[src/rtl/i2c_target.sv]
// i2c_target: 7-bit-address I2C target moving one 16-bit word per transfer.
// Optional SCL/SDA glitch filter enabled by defining I2C_TARGET_GLITCH_FILTER_EN.
module i2c_target (
   input  logic        CLK,
   input  logic        RESET,
   input  logic        SCL,
   input  logic        SDA_OUT,
   input  logic        SDA_OE,
   input  logic [6:0]  I2C_ADDR,
   input  logic [15:0] RD_DATA,
   output logic        SDA_IN,
   output logic [15:0] WR_DATA,
   output logic        WR_VALID,
   output logic        BUSY
);

   typedef enum logic [2:0] {
      IDLE, ADDR, ADDR_ACK, WR_BYTE,
      WR_ACK, RD_BYTE, RD_ACK, IGNORE
   } state_t;

   state_t      r_state;
   logic        r_scl, r_sda;
   logic        r_scl_d, r_sda_d;
   logic [2:0]  r_bitcnt;
   logic [6:0]  r_shift;
   logic        r_rnw;
   logic        r_phase;
   logic [1:0]  r_wr_cnt;
   logic [7:0]  r_wr_hi, r_wr_lo;
   logic [15:0] r_rd_word;
   logic        r_rd_sel;
   logic        r_sda_in;
   logic [15:0] r_wr_data;
   logic        r_wr_valid;
   logic        r_busy;

   logic        w_sda_line;
   logic        w_scl_rise, w_scl_fall;
   logic        w_start, w_stop;
   logic        w_bit_last;
   logic [7:0]  w_byte;
   logic [7:0]  w_rd_byte;

   assign w_sda_line = SDA_OE ? SDA_OUT : 1'b1;

`ifdef I2C_TARGET_GLITCH_FILTER_EN
   logic [1:0] r_scl_sync, r_sda_sync;
   logic [1:0] r_scl_hist, r_sda_hist;
   logic       w_scl_maj, w_sda_maj;

   assign w_scl_maj = (r_scl_sync[1] & r_scl_hist[0]) |
                      (r_scl_sync[1] & r_scl_hist[1]) |
                      (r_scl_hist[0] & r_scl_hist[1]);
   assign w_sda_maj = (r_sda_sync[1] & r_sda_hist[0]) |
                      (r_sda_sync[1] & r_sda_hist[1]) |
                      (r_sda_hist[0] & r_sda_hist[1]);

   // Synchronize both bus lines, then take a 3-sample majority vote.
   always_ff @(posedge CLK or negedge RESET) begin
      if (!RESET) begin
         r_scl_sync <= 2'b11;
         r_sda_sync <= 2'b11;
         r_scl_hist <= 2'b11;
         r_sda_hist <= 2'b11;
         r_scl      <= 1'b1;
         r_sda      <= 1'b1;
      end else begin
         r_scl_sync <= {r_scl_sync[0], SCL};
         r_sda_sync <= {r_sda_sync[0], w_sda_line};
         r_scl_hist <= {r_scl_hist[0], r_scl_sync[1]};
         r_sda_hist <= {r_sda_hist[0], r_sda_sync[1]};
         r_scl      <= w_scl_maj;
         r_sda      <= w_sda_maj;
      end
   end
`else
   // Single register stage on both bus lines.
   always_ff @(posedge CLK or negedge RESET) begin
      if (!RESET) begin
         r_scl <= 1'b1;
         r_sda <= 1'b1;
      end else begin
         r_scl <= SCL;
         r_sda <= w_sda_line;
      end
   end
`endif

   // Previous sample of each line for edge detection.
   always_ff @(posedge CLK or negedge RESET) begin
      if (!RESET) begin
         r_scl_d <= 1'b1;
         r_sda_d <= 1'b1;
      end else begin
         r_scl_d <= r_scl;
         r_sda_d <= r_sda;
      end
   end

   assign w_scl_rise = r_scl & ~r_scl_d;
   assign w_scl_fall = ~r_scl & r_scl_d;
   assign w_start    = r_scl & r_sda_d & ~r_sda;
   assign w_stop     = r_scl & ~r_sda_d & r_sda;
   assign w_bit_last = (r_bitcnt == 3'd7);
   assign w_byte     = {r_shift, r_sda};
   assign w_rd_byte  = r_rd_sel ? r_rd_word[7:0] : r_rd_word[15:8];

   // Protocol FSM; START outranks everything, STOP outranks bit edges.
   always_ff @(posedge CLK or negedge RESET) begin
      if (!RESET) begin
         r_state    <= IDLE;
         r_bitcnt   <= 3'd0;
         r_shift    <= 7'd0;
         r_rnw      <= 1'b0;
         r_phase    <= 1'b0;
         r_wr_cnt   <= 2'd0;
         r_wr_hi    <= 8'd0;
         r_wr_lo    <= 8'd0;
         r_rd_word  <= 16'd0;
         r_rd_sel   <= 1'b0;
         r_sda_in   <= 1'b1;
         r_wr_data  <= 16'd0;
         r_wr_valid <= 1'b0;
         r_busy     <= 1'b0;
      end else begin
         r_wr_valid <= 1'b0;
         if (w_start) begin
            r_state  <= ADDR;
            r_busy   <= 1'b1;
            r_sda_in <= 1'b1;
            r_bitcnt <= 3'd0;
            r_shift  <= 7'd0;
            r_phase  <= 1'b0;
            r_wr_cnt <= 2'd0;
         end else if (w_stop) begin
            r_state  <= IDLE;
            r_busy   <= 1'b0;
            r_sda_in <= 1'b1;
            r_bitcnt <= 3'd0;
            r_phase  <= 1'b0;
         end else begin
            case (r_state)
               ADDR: begin
                  if (w_scl_rise) begin
                     r_shift  <= w_byte[6:0];
                     r_bitcnt <= r_bitcnt + 3'd1;
                     if (w_bit_last) begin
                        if (w_byte[7:1] == I2C_ADDR) begin
                           r_state   <= ADDR_ACK;
                           r_rnw     <= w_byte[0];
                           r_rd_word <= RD_DATA;
                           r_rd_sel  <= 1'b0;
                        end else begin
                           r_state <= IGNORE;
                        end
                     end
                  end
               end
               ADDR_ACK: begin
                  if (w_scl_fall) begin
                     if (!r_phase) begin
                        r_sda_in <= 1'b0;
                        r_phase  <= 1'b1;
                     end else begin
                        r_phase  <= 1'b0;
                        r_bitcnt <= 3'd0;
                        if (r_rnw) begin
                           r_state  <= RD_BYTE;
                           r_sda_in <= r_rd_word[15];
                        end else begin
                           r_state  <= WR_BYTE;
                           r_sda_in <= 1'b1;
                        end
                     end
                  end
               end
               WR_BYTE: begin
                  if (w_scl_rise) begin
                     r_shift  <= w_byte[6:0];
                     r_bitcnt <= r_bitcnt + 3'd1;
                     if (w_bit_last) begin
                        r_state <= WR_ACK;
                        if (r_wr_cnt == 2'd0)
                           r_wr_hi <= w_byte;
                        else if (r_wr_cnt == 2'd1)
                           r_wr_lo <= w_byte;
                     end
                  end
               end
               WR_ACK: begin
                  if (w_scl_fall) begin
                     if (!r_phase) begin
                        r_sda_in <= (r_wr_cnt == 2'd2);
                        r_phase  <= 1'b1;
                     end else begin
                        r_phase  <= 1'b0;
                        r_sda_in <= 1'b1;
                        r_bitcnt <= 3'd0;
                        r_state  <= WR_BYTE;
                        if (r_wr_cnt == 2'd1) begin
                           r_wr_data  <= {r_wr_hi, r_wr_lo};
                           r_wr_valid <= 1'b1;
                        end
                        if (r_wr_cnt != 2'd2)
                           r_wr_cnt <= r_wr_cnt + 2'd1;
                     end
                  end
               end
               RD_BYTE: begin
                  if (w_scl_rise) begin
                     r_bitcnt <= r_bitcnt + 3'd1;
                     if (w_bit_last)
                        r_state <= RD_ACK;
                  end else if (w_scl_fall) begin
                     r_sda_in <= w_rd_byte[3'd7 - r_bitcnt];
                  end
               end
               RD_ACK: begin
                  if (w_scl_fall) begin
                     if (!r_phase) begin
                        r_sda_in <= 1'b1;
                     end else begin
                        r_phase  <= 1'b0;
                        r_bitcnt <= 3'd0;
                        r_state  <= RD_BYTE;
                        r_sda_in <= w_rd_byte[7];
                     end
                  end else if (w_scl_rise && !r_phase) begin
                     if (r_sda) begin
                        r_state  <= IGNORE;
                        r_sda_in <= 1'b1;
                     end else begin
                        r_phase  <= 1'b1;
                        r_rd_sel <= ~r_rd_sel;
                     end
                  end
               end
               default: begin
               end
            endcase
         end
      end
   end

   assign SDA_IN   = r_sda_in;
   assign WR_DATA  = r_wr_data;
   assign WR_VALID = r_wr_valid;
   assign BUSY     = r_busy;

endmodule

[config.mk]
export PLATFORM = sky130hd
export DESIGN_NAME = i2c_target
export DESIGN_NICKNAME = d
export VERILOG_FILES = /design/src/rtl/i2c_target.sv
export SDC_FILE = /design/constraint.sdc
export NUM_CORES = 1
export LEC_CHECK = 0
export ABC_AREA = 1
export BUFFER_PORTS_ARGS = -buffer_cell sky130_fd_sc_hd__buf_2
export CAP_MARGIN = 5
export CORE_MARGIN = 2
export CORE_UTILIZATION = 45
export DETAILED_ROUTE_END_ITERATION = 12
export HOLD_SLACK_MARGIN = 0.1
export MAX_ROUTING_LAYER = met4
export PLACE_DENSITY = 0.61
export SYNTH_ARGS = -nofsm -noshare
export SYNTH_HDL_FRONTEND = slang
export SYNTH_SLANG_ARGS = --single-unit
[constraint.sdc]
create_clock -name CLK -period 2.38 [get_ports CLK]
set_clock_uncertainty 0.1 [all_clocks]
set_input_delay 0.119 -clock CLK [delete_from_list [all_inputs] [get_ports CLK]]
set_output_delay 0.119 -clock CLK [all_outputs]
set_load 0.1 [all_outputs]
==> report_table.html <==
<table>
<tr><th>Metric</th><th>Value</th></tr>
<tr><th colspan="2">Routing</th></tr>
<tr><td>Post-detailed-route count of antenna-violating nets</td><td>0</td></tr>
<tr><td>Detailed Route Iter0 Violations</td><td>131</td></tr>
<tr><td>Number of vias per cell after detailed routing</td><td>5.00</td></tr>
<tr><td>Total Routed Length</td><td>8900 um</td></tr>
<tr><td>Total vias in the final route</td><td>3254</td></tr>
<tr><td>Number of design rule violations left after detail routing</td><td>0</td></tr>
<tr><td>Detailed-router iteration count before antenna repair</td><td>4</td></tr>
<tr><td>Routed length per placed instance</td><td>13.7 um</td></tr>
<tr><th colspan="2">Worst setup path</th></tr>
<tr><td>Number of buffers and inverters on the critical path</td><td>2</td></tr>
<tr><td>Required time of the worst setup path</td><td>2.51 ns</td></tr>
<tr><td>Type of the worst setup path</td><td>reg2reg</td></tr>
<tr><td>Nature of the critical path startpoint</td><td>flip-flop</td></tr>
<tr><td>CP Max Fanout</td><td>34</td></tr>
<tr><td>Crit path cell chain</td><td>inv_2, nand3_2, nand2_4, inv_4, nand2_4, nor3_4, nand2_4, nor2_1, a21oi_2</td></tr>
<tr><td>Kind of cell adding the most delay to the critical path</td><td>simple AND/OR/NAND/NOR gates</td></tr>
<tr><td>Category of the worst setup path capture point</td><td>flip-flop</td></tr>
<tr><td>CP most frequent cell</td><td>sky130_fd_sc_hd__nand2_4</td></tr>
<tr><td>Worst path max stage delay</td><td>0.59 ns</td></tr>
<tr><td>Signal arrival time at the worst endpoint</td><td>2.20 ns</td></tr>
<tr><td>Crit-path slowest cell</td><td>sky130_fd_sc_hd__dfstp_2</td></tr>
<tr><th colspan="2">Layout</th></tr>
<tr><td>Diode count</td><td>0</td></tr>
<tr><td>Non-filler instance count after layout</td><td>651</td></tr>
<tr><td>Net count reported at finish</td><td>574</td></tr>
<tr><td>Area growth syn-to-layout</td><td>20.1%</td></tr>
<tr><td>Layout cell share with drive strength beyond 1</td><td>20.3%</td></tr>
<tr><th colspan="2">Placed design</th></tr>
<tr><td>Placed cell count</td><td>615</td></tr>
<tr><td>GP Congestion</td><td>0.944</td></tr>
<tr><td>Post-DP HPWL</td><td>6520 um</td></tr>
<tr><td>Number of port buffers</td><td>46</td></tr>
<tr><th colspan="2">CTS</th></tr>
<tr><td>Master cell of the clock root buffer</td><td>sky130_fd_sc_hd__clkbuf_8</td></tr>
<tr><td>Setup fix buffers added after clock tree synthesis</td><td>0</td></tr>
<tr><td>Count of hold-fix buffers inserted at cts</td><td>20</td></tr>
<tr><td>CTS tree</td><td>yes</td></tr>
<tr><td>Total clock buffers created by CTS</td><td>9</td></tr>
<tr><td>Clock H-tree levels</td><td>3</td></tr>
<tr><td>Post-CTS clock slew at the launch and capture registers of the worst setup and hold paths</td><td>0.09 ns</td></tr>
<tr><td>Number of gates resized after CTS</td><td>0</td></tr>
<tr><td>Maximum clock path buffer count</td><td>2</td></tr>
<tr><td>Clk sink count</td><td>73</td></tr>
<tr><td>Source-to-sink clock delay at the later pin of the worst-skew pair</td><td>0.36 ns</td></tr>
<tr><th colspan="2">Timing</th></tr>
<tr><td>Setup TNS</td><td>0 ns</td></tr>
<tr><td>Tcrit/Tclk final</td><td>87.0%</td></tr>
<tr><td>Worst slew margin relative to its limit</td><td>56.4%</td></tr>
<tr><td>Final hold violations</td><td>0</td></tr>
<tr><td>Setup repair after global routing missed its margin</td><td>false</td></tr>
<tr><td>F_max</td><td>483 MHz</td></tr>
<tr><td>Actual transition at the worst max-transition pin</td><td>0.654 ns</td></tr>
<tr><td>Minimum period implied by the final worst setup slack</td><td>2.07 ns</td></tr>
<tr><td>Max Slew Vio Count</td><td>0</td></tr>
<tr><td>Finish-stage setup viols</td><td>0</td></tr>
<tr><th colspan="2">Synthesis</th></tr>
<tr><td>Register bit count reported by yosys</td><td>73</td></tr>
<tr><td>Sequential fraction of the synthesis area</td><td>48.3%</td></tr>
<tr><td>Yosys synthesis warning count</td><td>0</td></tr>
<tr><td>Number of instances in the synthesized netlist</td><td>470</td></tr>
<tr><td>Top cells by area, synth</td><td>sky130_fd_sc_hd__dfrtp_1, sky130_fd_sc_hd__nand2_1, sky130_fd_sc_hd__inv_1, sky130_fd_sc_hd__nor2_1, sky130_fd_sc_hd__nand3_1</td></tr>
<tr><td>Netlist area before placement</td><td>3790 um2</td></tr>
<tr><td>Post-synthesis area per instance</td><td>8.07 um2</td></tr>
<tr><td>Area share of the largest cell type after synthesis</td><td>44.9%</td></tr>
<tr><td>Library cell occupying the most area in the post-synthesis netlist</td><td>sky130_fd_sc_hd__dfrtp_1</td></tr>
<tr><td>Number of distinct library cells after synthesis</td><td>34</td></tr>
<tr><td>Post-Synthesis Net Count</td><td>503</td></tr>
<tr><th colspan="2">Floorplan</th></tr>
<tr><td>I/O pin count</td><td>47</td></tr>
<tr><td>Area inside the core boundary</td><td>8180 um2</td></tr>
<tr><td>Standard-cell rows</td><td>33</td></tr>
<tr><td>Width of the chip</td><td>95.8 um</td></tr>
<tr><td>Die Height</td><td>95.8 um</td></tr>
<tr><td>Effective utilization at floorplan</td><td>46.4%</td></tr>
<tr><td>Die Outline Area</td><td>9180 um2</td></tr>
<tr><th colspan="2">Power</th></tr>
<tr><td>Worst supply voltage drop on vdd</td><td>0.000494 V</td></tr>
<tr><td>Proportion of power drawn by combinational gates</td><td>33.1%</td></tr>
<tr><td>Sequential power share</td><td>37.6%</td></tr>
<tr><td>Psw</td><td>1.55 mW</td></tr>
<tr><td>Switching power share of the total</td><td>38.9%</td></tr>
<tr><td>Internal power summed over all cells</td><td>2.44 mW</td></tr>
<tr><td>Pwr Density</td><td>876 nW/um2</td></tr>
<tr><td>Clock network power share</td><td>29.3%</td></tr>
<tr><td>Leakage power</td><td>2.44 nW</td></tr>
<tr><th colspan="2">GRT</th></tr>
<tr><td>Global-route wire length before repair</td><td>14900 um</td></tr>
<tr><td>GRT Total Usage</td><td>22.4%</td></tr>
<tr><td>Total congestion overflow after global routing</td><td>0</td></tr>
<tr><td>Vias in the first global route</td><td>3203</td></tr>
<tr><td>Pin count of the biggest net entering global routing</td><td>46</td></tr>
<tr><td>Initial antenna violation count</td><td>0</td></tr>
<tr><th colspan="2">Worst hold path</th></tr>
<tr><td>Type of the tightest min-delay check</td><td>in2reg</td></tr>
<tr><th colspan="2">Outcome</th></tr>
<tr><td>Outcome</td><td>completed</td></tr>
<tr><th colspan="2">Run</th></tr>
<tr><td>Total of max-cap violations</td><td>0</td></tr>
</table>
## cells in the mapped netlist
| cell type | instances |
|---|---|
| sky130_fd_sc_hd__nor2_1 | 46 |
| sky130_fd_sc_hd__nor2_4 | 2 |
| sky130_fd_sc_hd__clkbuf_2 | 1 |
| sky130_fd_sc_hd__buf_2 | 3 |
| sky130_fd_sc_hd__nor2_2 | 5 |
| sky130_fd_sc_hd__o21ai_1 | 1 |
| sky130_fd_sc_hd__dfstp_2 | 5 |
| sky130_fd_sc_hd__buf_6 | 4 |
| sky130_fd_sc_hd__a21oi_2 | 8 |
| sky130_fd_sc_hd__buf_4 | 2 |
| sky130_fd_sc_hd__o221ai_1 | 2 |
| sky130_fd_sc_hd__nand4_2 | 1 |
| sky130_fd_sc_hd__nor3_1 | 2 |
| sky130_fd_sc_hd__clkbuf_1 | 1 |
| sky130_fd_sc_hd__nand4_1 | 5 |
| sky130_fd_sc_hd__clkinv_1 | 1 |
| sky130_fd_sc_hd__dfrtp_1 | 68 |
| sky130_fd_sc_hd__o21ai_2 | 9 |
| sky130_fd_sc_hd__ha_1 | 5 |
| sky130_fd_sc_hd__nand2_1 | 146 |
| sky130_fd_sc_hd__nand3_1 | 32 |
| sky130_fd_sc_hd__inv_4 | 1 |
| sky130_fd_sc_hd__nand2_4 | 4 |
| sky130_fd_sc_hd__nand3b_1 | 1 |
| sky130_fd_sc_hd__xor2_1 | 4 |
| sky130_fd_sc_hd__inv_1 | 52 |
| sky130_fd_sc_hd__o21ai_0 | 22 |
| sky130_fd_sc_hd__a21oi_1 | 14 |
| sky130_fd_sc_hd__nor3_4 | 1 |
| sky130_fd_sc_hd__nand3_2 | 5 |
| sky130_fd_sc_hd__and2_1 | 1 |
| sky130_fd_sc_hd__o22ai_1 | 7 |
| sky130_fd_sc_hd__xnor2_1 | 6 |
| sky130_fd_sc_hd__inv_2 | 3 |
## worst paths after layout
| kind | cells past startpoint | slack [ns] | end | startpoint |
|---|---|---|---|---|
| worst max-delay path | 9 | 0.31 | r_rd_word[2]$_DFFE_PN0P_ | r_sda$_DFF_PN1_ |
| worst min-delay path | 6 | 0.19 | r_rd_sel$_DFFE_PN0P_ | I2C_ADDR[6] |
| worst max register to register | 9 | 0.31 | r_rd_word[2]$_DFFE_PN0P_ | r_sda$_DFF_PN1_ |
| worst min register to register | 0 | 0.31 | r_sda_d$_DFF_PN1_ | r_sda$_DFF_PN1_ |
| max in group asynchronous | 3 | 1.24 | r_scl_d$_DFF_PN1_ | RESET |
| min in group asynchronous | 2 | 0.21 | WR_DATA[4]$_DFFE_PN0P_ | RESET |
## worst register-to-register path, stage by stage (launching register included)
cell	delay [ns]
sky130_fd_sc_hd__dfstp_2	0.59
sky130_fd_sc_hd__inv_2	0.09
sky130_fd_sc_hd__nand3_2	0.16
sky130_fd_sc_hd__nand2_4	0.09
sky130_fd_sc_hd__inv_4	0.18
sky130_fd_sc_hd__nand2_4	0.07
sky130_fd_sc_hd__nor3_4	0.14
sky130_fd_sc_hd__nand2_4	0.26
sky130_fd_sc_hd__nor2_1	0.22
sky130_fd_sc_hd__a21oi_2	0.04
## metal layers
| layer | wire (um) | GRT usage [%] |
|---|---|---|
| met1 | 4110 | 29.0 |
| met2 | 4040 | 34.0 |
| met3 | 523 | 4.07 |
| met4 | 227 | 10.8 |
| met5 | 0 | - |
## power groups by stage
stage                     sequential [mW]  combinational (mW)  clock, mW
final                                1.50                1.32       1.17
after global routing                 1.52                1.53       1.26
after CTS                            1.50                1.32       1.20
after detailed placement             1.52                1.30          0
after global placement               1.52                1.30          0
after floorplan                      1.55               0.923          0
## cell usage in the layout, fill, tap and decap left out, types with 2 or more instances in the layout
cell type / instances
sky130_fd_sc_hd__inv_6: 2
sky130_fd_sc_hd__o21ai_2: 9
sky130_fd_sc_hd__nor2_4: 2
sky130_fd_sc_hd__xnor2_1: 6
sky130_fd_sc_hd__buf_4: 4
sky130_fd_sc_hd__dlygate4sd3_1: 20
sky130_fd_sc_hd__nor3_1: 2
sky130_fd_sc_hd__dfstp_2: 5
sky130_fd_sc_hd__o21ai_0: 22
sky130_fd_sc_hd__a21oi_2: 8
sky130_fd_sc_hd__dfrtp_1: 68
sky130_fd_sc_hd__nand2_4: 4
sky130_fd_sc_hd__xor2_1: 4
sky130_fd_sc_hd__o22ai_1: 7
sky130_fd_sc_hd__o221ai_1: 2
sky130_fd_sc_hd__ha_1: 5
sky130_fd_sc_hd__nand2_1: 146
sky130_fd_sc_hd__clkbuf_8: 10
sky130_fd_sc_hd__nand3_1: 32
sky130_fd_sc_hd__buf_2: 46
sky130_fd_sc_hd__nor2_2: 5
sky130_fd_sc_hd__a21oi_1: 14
sky130_fd_sc_hd__nand3_2: 5
sky130_fd_sc_hd__nor2_1: 46
sky130_fd_sc_hd__inv_1: 52
sky130_fd_sc_hd__bufinv_16: 2
sky130_fd_sc_hd__nand4_1: 5
sky130_fd_sc_hd__inv_2: 3
## cell type report
cell class	instances	area [um2]
Tap cell	105	131
Multi-Input combinational cell	329	1660
Fill cell	776	3620
Sequential cell	73	1830
Clock inverter	6	97.6
Inverter	57	216
Clock buffer	10	138
Timing Repair Buffer	71	480
## state kept, by name, indices dropped and copies added (netlist names)
register / cells
r_bitcnt: 3
r_wr_cnt: 2
r_rd_word: 16
BUSY: 1
WR_VALID: 1
r_state: 3
r_wr_lo: 8
r_rnw: 1
r_wr_hi: 8
r_sda: 1
r_scl_d: 1
r_shift: 7
r_scl: 1
r_phase: 1
r_sda_d: 1
SDA_IN: 1
r_rd_sel: 1
WR_DATA: 16
## stage by stage
step                      cell area (um2)  total power [mW]  hold WS (ns)  setup WS (ns)  util (%)
final                                4560              3.99         0.191          0.310      55.7
after global routing                 4560              4.31         0.277          0.124      55.7
after CTS                            4560              4.02         0.178          0.304      55.7
after detailed placement             4120              2.82        0.0906          0.323      50.4
after global placement               4120              2.82        0.0887          0.395      50.4
after floorplan                      3790              2.47        -0.277          0.700         -
## cells by family after synthesis
kind of cell | after synthesis | synth area share, %
AO/OA/AOI/OAI | 63 | 10.4
XOR/XNOR | 10 | 2.31
adder cells (fa/ha/maj) | 5 | 1.65
buffers and inverters | 68 | 7.92
flip-flops | 73 | 48.3
AND/OR/NAND/NOR | 251 | 29.4
Power figures use the tool's default switching activity.
